File: src/rtl/mod_counter_updown_load_if.sv
// Bus interface for mod_counter_updown_load.
// Groups the control inputs and count outputs of the counter. The counter's clock and
// reset stay plain module ports.
//   master : drives enable, up_down, load, load_value, FINAL_VALUE; observes Q, tc, wrap
//   slave  : the counter side (inverse directions)
// Optional: `define MOD_COUNTER_WRAP_CNT_EN adds the WRAP_BITS parameter and the wrap_cnt signal.
interface mod_counter_updown_load_if #(
    parameter int unsigned BITS = 4
`ifdef MOD_COUNTER_WRAP_CNT_EN
    ,
    parameter int unsigned WRAP_BITS = 8
`endif
);
    logic            enable;
    logic            up_down;
    logic            load;
    logic [BITS-1:0] load_value;
    logic [BITS-1:0] FINAL_VALUE;
    logic [BITS-1:0] Q;
    logic            tc;
    logic            wrap;
`ifdef MOD_COUNTER_WRAP_CNT_EN
    logic [WRAP_BITS-1:0] wrap_cnt;
`endif

    modport master (
        output enable, up_down, load, load_value, FINAL_VALUE,
`ifdef MOD_COUNTER_WRAP_CNT_EN
        input  wrap_cnt,
`endif
        input  Q, tc, wrap
    );

    modport slave (
        input  enable, up_down, load, load_value, FINAL_VALUE,
`ifdef MOD_COUNTER_WRAP_CNT_EN
        output wrap_cnt,
`endif
        output Q, tc, wrap
    );
endinterface

File: src/rtl/mod_counter_updown_load.sv
// Runtime-modulus up/down counter with parallel load, cascadable terminal count and a
// registered wrap pulse. Count range is 0..FINAL_VALUE; units chain via tc -> enable.
// Ports:
//   clk     : rising-edge clock
//   reset_n : asynchronous active-low reset (clears Q, wrap, wrap_cnt)
//   bus     : slave side of mod_counter_updown_load_if
//             (enable, up_down, load, load_value, FINAL_VALUE in; Q, tc, wrap[, wrap_cnt] out)
// Optional: `define MOD_COUNTER_WRAP_CNT_EN adds a WRAP_BITS-wide counter of wrap events.
module mod_counter_updown_load #(
    parameter int unsigned BITS = 4
`ifdef MOD_COUNTER_WRAP_CNT_EN
    ,
    parameter int unsigned WRAP_BITS = 8
`endif
) (
    input logic                        clk,
    input logic                        reset_n,
    mod_counter_updown_load_if.slave   bus
);
    logic [BITS-1:0] q_d, q_q;
    logic            wrap_d, wrap_q;

    always_comb begin
        q_d    = q_q;
        wrap_d = 1'b0;
        if (bus.load) begin
            // Clamp so a load can never place the count outside 0..FINAL_VALUE.
            q_d = (bus.load_value > bus.FINAL_VALUE) ? bus.FINAL_VALUE : bus.load_value;
        end else if (bus.enable) begin
            if (bus.up_down) begin
                // >= also recovers when FINAL_VALUE was lowered below the current count.
                if (q_q >= bus.FINAL_VALUE) begin
                    q_d    = '0;
                    wrap_d = 1'b1;
                end else begin
                    q_d = q_q + 1'b1;
                end
            end else begin
                if (q_q == '0) begin
                    q_d    = bus.FINAL_VALUE;
                    wrap_d = 1'b1;
                end else if (q_q > bus.FINAL_VALUE) begin
                    // Out-of-range recovery while counting down is not a wrap.
                    q_d = bus.FINAL_VALUE;
                end else begin
                    q_d = q_q - 1'b1;
                end
            end
        end
    end

    always_ff @(posedge clk or negedge reset_n) begin
        if (!reset_n) begin
            q_q    <= '0;
            wrap_q <= 1'b0;
        end else begin
            q_q    <= q_d;
            wrap_q <= wrap_d;
        end
    end

`ifdef MOD_COUNTER_WRAP_CNT_EN
    logic [WRAP_BITS-1:0] wrap_cnt_d, wrap_cnt_q;

    // Load does not clear this; only reset does.
    always_comb begin
        wrap_cnt_d = wrap_cnt_q;
        if (wrap_d) begin
            wrap_cnt_d = wrap_cnt_q + 1'b1;
        end
    end

    always_ff @(posedge clk or negedge reset_n) begin
        if (!reset_n) begin
            wrap_cnt_q <= '0;
        end else begin
            wrap_cnt_q <= wrap_cnt_d;
        end
    end

    assign bus.wrap_cnt = wrap_cnt_q;
`endif

    assign bus.Q    = q_q;
    assign bus.wrap = wrap_q;
    // Pre-edge view of the wrap condition, for cascading into the next unit's enable.
    assign bus.tc   = bus.enable & ~bus.load &
                      ((bus.up_down & (q_q >= bus.FINAL_VALUE)) | (~bus.up_down & (q_q == '0)));
endmodule

File: src/flat_wrapper.sv
// flat-port wrapper written by rule: the top's interface ports become plain ports
module mod_counter_updown_load_flat 
#(
    parameter int unsigned BITS = 4

)
  (clk, reset_n, bus_enable, bus_up_down, bus_load, bus_load_value, bus_FINAL_VALUE, bus_Q, bus_tc, bus_wrap);
  mod_counter_updown_load_if #(.BITS(BITS)) bus_i ();
  input logic clk;
  input logic reset_n;
  input wire logic [$bits(bus_i.enable)-1:0] bus_enable;
  input wire logic [$bits(bus_i.up_down)-1:0] bus_up_down;
  input wire logic [$bits(bus_i.load)-1:0] bus_load;
  input wire logic [$bits(bus_i.load_value)-1:0] bus_load_value;
  input wire logic [$bits(bus_i.FINAL_VALUE)-1:0] bus_FINAL_VALUE;
  output wire logic [$bits(bus_i.Q)-1:0] bus_Q;
  output wire logic [$bits(bus_i.tc)-1:0] bus_tc;
  output wire logic [$bits(bus_i.wrap)-1:0] bus_wrap;
  assign bus_i.enable = bus_enable;
  assign bus_i.up_down = bus_up_down;
  assign bus_i.load = bus_load;
  assign bus_i.load_value = bus_load_value;
  assign bus_i.FINAL_VALUE = bus_FINAL_VALUE;
  assign bus_Q = bus_i.Q;
  assign bus_tc = bus_i.tc;
  assign bus_wrap = bus_i.wrap;
  mod_counter_updown_load #(.BITS(BITS)) u_core (.clk(clk), .reset_n(reset_n), .bus(bus_i));
endmodule
File: config.mk
export PLATFORM = sky130hd
export DESIGN_NAME = mod_counter_updown_load_flat
export DESIGN_NICKNAME = d
export VERILOG_FILES = /design/src/rtl/mod_counter_updown_load_if.sv /design/src/rtl/mod_counter_updown_load.sv /design/src/flat_wrapper.sv
export SDC_FILE = /design/constraint.sdc
export NUM_CORES = 1
export LEC_CHECK = 0
export CORE_MARGIN = 2
export CORE_UTILIZATION = 40
export DETAILED_ROUTE_END_ITERATION = 10
export HOLD_SLACK_MARGIN = 0.05
export PLACE_DENSITY_LB_ADDON = 0.1
export SLEW_MARGIN = 10
export SYNTH_ARGS = -nofsm -noshare
export SYNTH_HDL_FRONTEND = slang
export SYNTH_SLANG_ARGS = --single-unit
File: constraint.sdc
create_clock -name clk -period 5.3 [get_ports clk]
set_input_delay 1.325 -clock clk [delete_from_list [all_inputs] [get_ports clk]]
set_output_delay 1.325 -clock clk [all_outputs]
set_load 0.03 [all_outputs]
---- Word level (Yosys, flattened, before mapping) ----
Cells that the tools add are included.
word-level totals
  flip-flop bits (word level) ............. 5
  input bits .............................. 13
  output and inout port bits .............. 6
  logic and storage cells ................. 28
cells by class
  add/sub/neg operators ................... 2
  order comparisons ....................... 3
  muxes and demuxes ....................... 12
  bitwise logic cells ..................... 7
  reduce and logical (&&, ||, !) cells .... 2
operator list
  cell                                                                 count
  4-bit two-way mux                                                    7
  4-bit greater-than comparator                                        2
  1-bit two-way mux                                                    5
  4-bit by 1-bit adder with 4-bit output (second input constant)       1
  1-bit bitwise AND                                                    4
  4-bit >= comparator                                                  1
  4-bit zero test                                                      1
  4-bit by 1-bit subtractor with 4-bit output (second input constant)  1
  1-bit NOT                                                            2
  2-bit nonzero test                                                   1
  1-bit OR                                                             1

---- Logic depth before layout (Yosys ltp) ----
  word-level depth ........................ 6
  depth in mapped cells ................... 7
  depth with buffers taken out ............ 7

---- Worst setup path before layout ----
Ideal clock, no wire load.
  kind .................................... input-to-output
  start ................................... input port bus_FINAL_VALUE[1]
  end ..................................... output port bus_tc
  arrival time ............................ 2.732 ns
  required time ........................... 3.975 ns
  setup slack ............................. 1.243 ns
  stages .................................. 6
  buffers on the path ..................... 0
  cells stage by stage .................... inv_1 > ha_1 > nor2b_4 > o211a_4 > nor3_1 > nor3_1
on the way
  word-level cells in the longest chain between the ends .. 4
ends and longest elaborated chain
  item                 line                           source
  start, declared      flat_wrapper.sv:15             input wire logic [$bits(bus_i.FINAL_VALUE)-1:0] bus_FINAL_VALUE;
  4-bit >= comparator  mod_counter_updown_load.sv:88  ((bus.up_down & (q_q >= bus.FINAL_VALUE)) | (~bus.up_down & (q_q == '0)));
  1-bit bitwise AND    mod_counter_updown_load.sv:88
  1-bit OR             mod_counter_updown_load.sv:88
  1-bit bitwise AND    mod_counter_updown_load.sv:87  assign bus.tc = bus.enable & ~bus.load &
  end, declared        flat_wrapper.sv:17             output wire logic [$bits(bus_i.tc)-1:0] bus_tc;
Every way passes these cells.

---- Worst setup path in the final report ----
Ends and elaborated chain as after synthesis.

==> results.py <==
metrics = {
    "outcome": {
        "status": "finished clean",
    },
    "detailed_routing": {
        "via_count": 667,
        "post_drt_wl_per_cell_microns": 15.0,
        "ant_nets": 0,
        "drt_pass1_iterations": 6,
        "drc": 0,
        "finalWirelength_mm": 1.68,
        "vias_per_cell": 5.96,
        "drtIter0Drc": 17,
    },
    "grt": {
        "globalRoute.totalOverflow": 0,
        "grt_pass1_vias": 633,
        "grt_first_pass_wirelength_mm": 2.79,
        "grt_start_max_net_pins": 10,
        "grt.total_usage_pct": 19.0,
        "grt_antenna_before_repair": 0,
    },
    "sta": {
        "clock_skew_ns": 0.00485,
        "tns_ns": 0,
        "maxSlewViolCount": 0,
        "fin_crit_sh_pct": 91.6,
        "slew_headroom_pct": 67.4,
        "finalHoldViolCount": 0,
        "rsz0062_at_grt": "false",
        "fmax_mhz": 206,
        "finalSetupViolations": 0,
        "tightest_slew_ns": 0.484,
        "fin_crit_ns": 4.86,
    },
    "power": {
        "switching_share_pct": 41.6,
        "powerDensity_mw_per_mm2": 261,
        "p_switching_mw": 0.0974,
        "p_clk_share_pct": 19.4,
        "seqPwrFrac_pct": 25.2,
        "internal-power_mw": 0.137,
        "vdd_drop_max_mv": 0.160,
        "leakagePower_nw": 0.388,
        "combinationalPowerShare_pct": 55.4,
        "total_power_mw": 0.234,
    },
    "setup_path": {
        "critPathArrivalTime_ns": 3.53,
        "crit_fanout": 5,
        "worstPathRequired_ns": 3.97,
        "max_stage_delay_ns": 0.60,
        "crit_path_start_kind": "primary input",
        "crit_chain": "clkdlybuf4s50_1, inv_1, ha_1, nor2b_4, o211a_4, nor3_1, nor3_1, clkdlybuf4s50_1",
        "startpoint": "bus_FINAL_VALUE[1]",
        "regToRegStartpoint": "u_core.bus.Q[1]$_DFFE_PN0P_",
        "crit_type": "primary input to primary output",
        "slowest_stage": "clkdlybuf4s50_1",
        "rrSetupSlack_ns": 3.06,
        "endpoint_kind": "primary output",
    },
    "placed_design": {
        "gp_congestion": 0.853,
        "detailed_place_hpwl_mm": 1.36,
        "place_area_sq_um": 871,
        "io_buffers": 18,
    },
    "die": {
        "die_y_microns": 45.0,
        "start_util_pct": 43.6,
        "die_x_microns": 45.0,
        "pin_count": 19,
        "core_sq_mm": 0.00154,
        "die-area_sq_mm": 0.00202,
        "rows": 14,
    },
    "clock_network": {
        "cts_buffer_depth": 2,
        "htree_levels": 1,
        "clock-sinks": 5,
        "hold_buffers": 0,
        "clock-root-buffer": "clkbuf_4",
        "clk_pin_slew_worst_paths_ns": 0.05,
        "cts_tree": "yes",
        "cts_inserted_buffers": 3,
        "cts_resized": 0,
        "clkLatencyLatePin_ns": 0.25,
        "cts_setup_buffers": 0,
    },
    "run": {
        "cap_violations": 0,
    },
    "cells_and_area": {
        "fin_nets": 120,
        "area_growth_pct": 33.5,
        "drive_above_1_share_pct": 10.4,
        "final_common_cell": "clkdlybuf4s50_1",
        "layout.cells.most_common_list": "clkdlybuf4s50_1 (18), ha_1 (10), nor3_1 (7)",
        "final_area_sq_um": 897,
        "n_antenna_cell": 0,
    },
    "logic_synthesis": {
        "synth_nets": 98,
        "ys_warn_count": 0,
        "synth-seq-cells": 5,
        "ys_types": 35,
        "yosys-top-cells-area": "dfrtp_1 (19%), ha_1 (19%), nor3_1 (5.2%)",
        "yosysTopAreaCellShare_pct": 18.6,
        "synth_top_area_cell": "dfrtp_1",
        "synth_area_sq_um": 672,
        "avgSynthCellArea_sq_um": 8.96,
        "synthCells": 75,
        "ys_seq_area_share_pct": 18.6,
    },
    "hold_path": {
        "holdCritStartpoint": "u_core.bus.Q[3]$_DFFE_PN0P_",
        "holdCritPathClass": "register to register",
    },
}
power by group through the flow:
stage | Clock, mW | Sequential [mW] | Combinational, mW
after CTS | 0.0462 | 0.0598 | 0.131
final | 0.0454 | 0.0590 | 0.130
after global routing | 0.0495 | 0.0611 | 0.144
after detailed placement | 0 | 0.0603 | 0.130
after global placement | 0 | 0.0607 | 0.129
after floorplan | 0 | 0.0654 | 0.0795
final timing paths:
| check | cells past startpoint | end |
|---|---|---|
| max | 8 | bus_tc |
| min | 2 | u_core.bus.Q[3]$_DFFE_PN0P_ |
| max reg2reg | 6 | u_core.bus.Q[2]$_DFFE_PN0P_ |
| min reg2reg | 2 | u_core.bus.Q[3]$_DFFE_PN0P_ |
| max in group asynchronous | 1 | u_core.bus.wrap$_DFF_PN0_ |
| min in group asynchronous | 1 | u_core.bus.Q[3]$_DFFE_PN0P_ |
flip-flops by register name, indices dropped and copies added (netlist names):
signal           cells
u_core.bus.Q         4
u_core.bus.wrap      1
kinds of logic after synthesis:
kind of cell | after synthesis | share of synthesized area [%]
simple gates | 25 | 23.5
compound gates | 19 | 23.3
fa+ha+maj | 10 | 18.6
buf+inv | 8 | 4.65
flops | 5 | 18.6
xor+xnor | 4 | 5.22
mux | 4 | 6.15
worst max-delay path, delay by kind of cell:
kind                       cells  cell delay [ns]
buffers and inverters          3             1.17
and+or+nand+nor                3             0.51
adders and majority gates      1             0.30
AOI/OAI and AO/OA              1             0.24
per-layer routing:
layer | global-route usage (%) | wire length, microns | vias to the layer above
li1 | - | - | 336
met1 | 25.4 | 779 | 309
met2 | 30.6 | 768 | 22
met3 | 5.60 | 128 | 0
met4 | 3.53 | 0 | 0
met5 | 0 | 0 | -
area by class of cell:
| type | count | area (sq um) |
|---|---|---|
| fill | 153 | 644 |
| multi-input combinational | 62 | 515 |
| timing repair buffer | 19 | 188 |
| sequential | 5 | 125 |
| clock buffer | 4 | 26.3 |
| inverter | 6 | 22.5 |
| tap | 16 | 20.0 |
metrics by stage:
| stage | setup slack [ns] | hold slack, ns | cells | util (%) |
|---|---|---|---|---|
| after global placement | 0.493 | 0.781 | 108 | 56.5 |
| after detailed placement | 0.459 | 0.786 | 108 | 56.5 |
| after floorplan | 1.24 | 0.822 | 75 | - |
| after global routing | 0.338 | 0.830 | 112 | 58.2 |
| after CTS | 0.447 | 0.788 | 112 | 58.2 |
| final | 0.444 | 0.775 | 112 | 58.2 |
cells in the mapped netlist:
library cell  count
xor2_1            3
and4_1            1
nor3b_1           1
dfrtp_1           5
o21ai_0           1
a21o_1            1
a211oi_1          2
ha_1             10
nor3_1            7
or2b_1            1
mux2i_1           3
a221oi_2          1
a221o_1           2
nor2b_1           1
nand4_1           1
and4_2            1
xnor2_1           1
nand2_1           1
nor2b_4           1
a21oi_1           5
buf_2             1
or3b_1            1
inv_1             6
mux2_2            1
o311ai_0          1
o211ai_1          1
or3_4             1
clkbuf_1          1
a221oi_1          3
nor4_1            1
nand3_1           3
a311oi_1          1
nor2_1            3
o211a_4           1
nand2b_1          1
(Power assumes the default switching activity.)
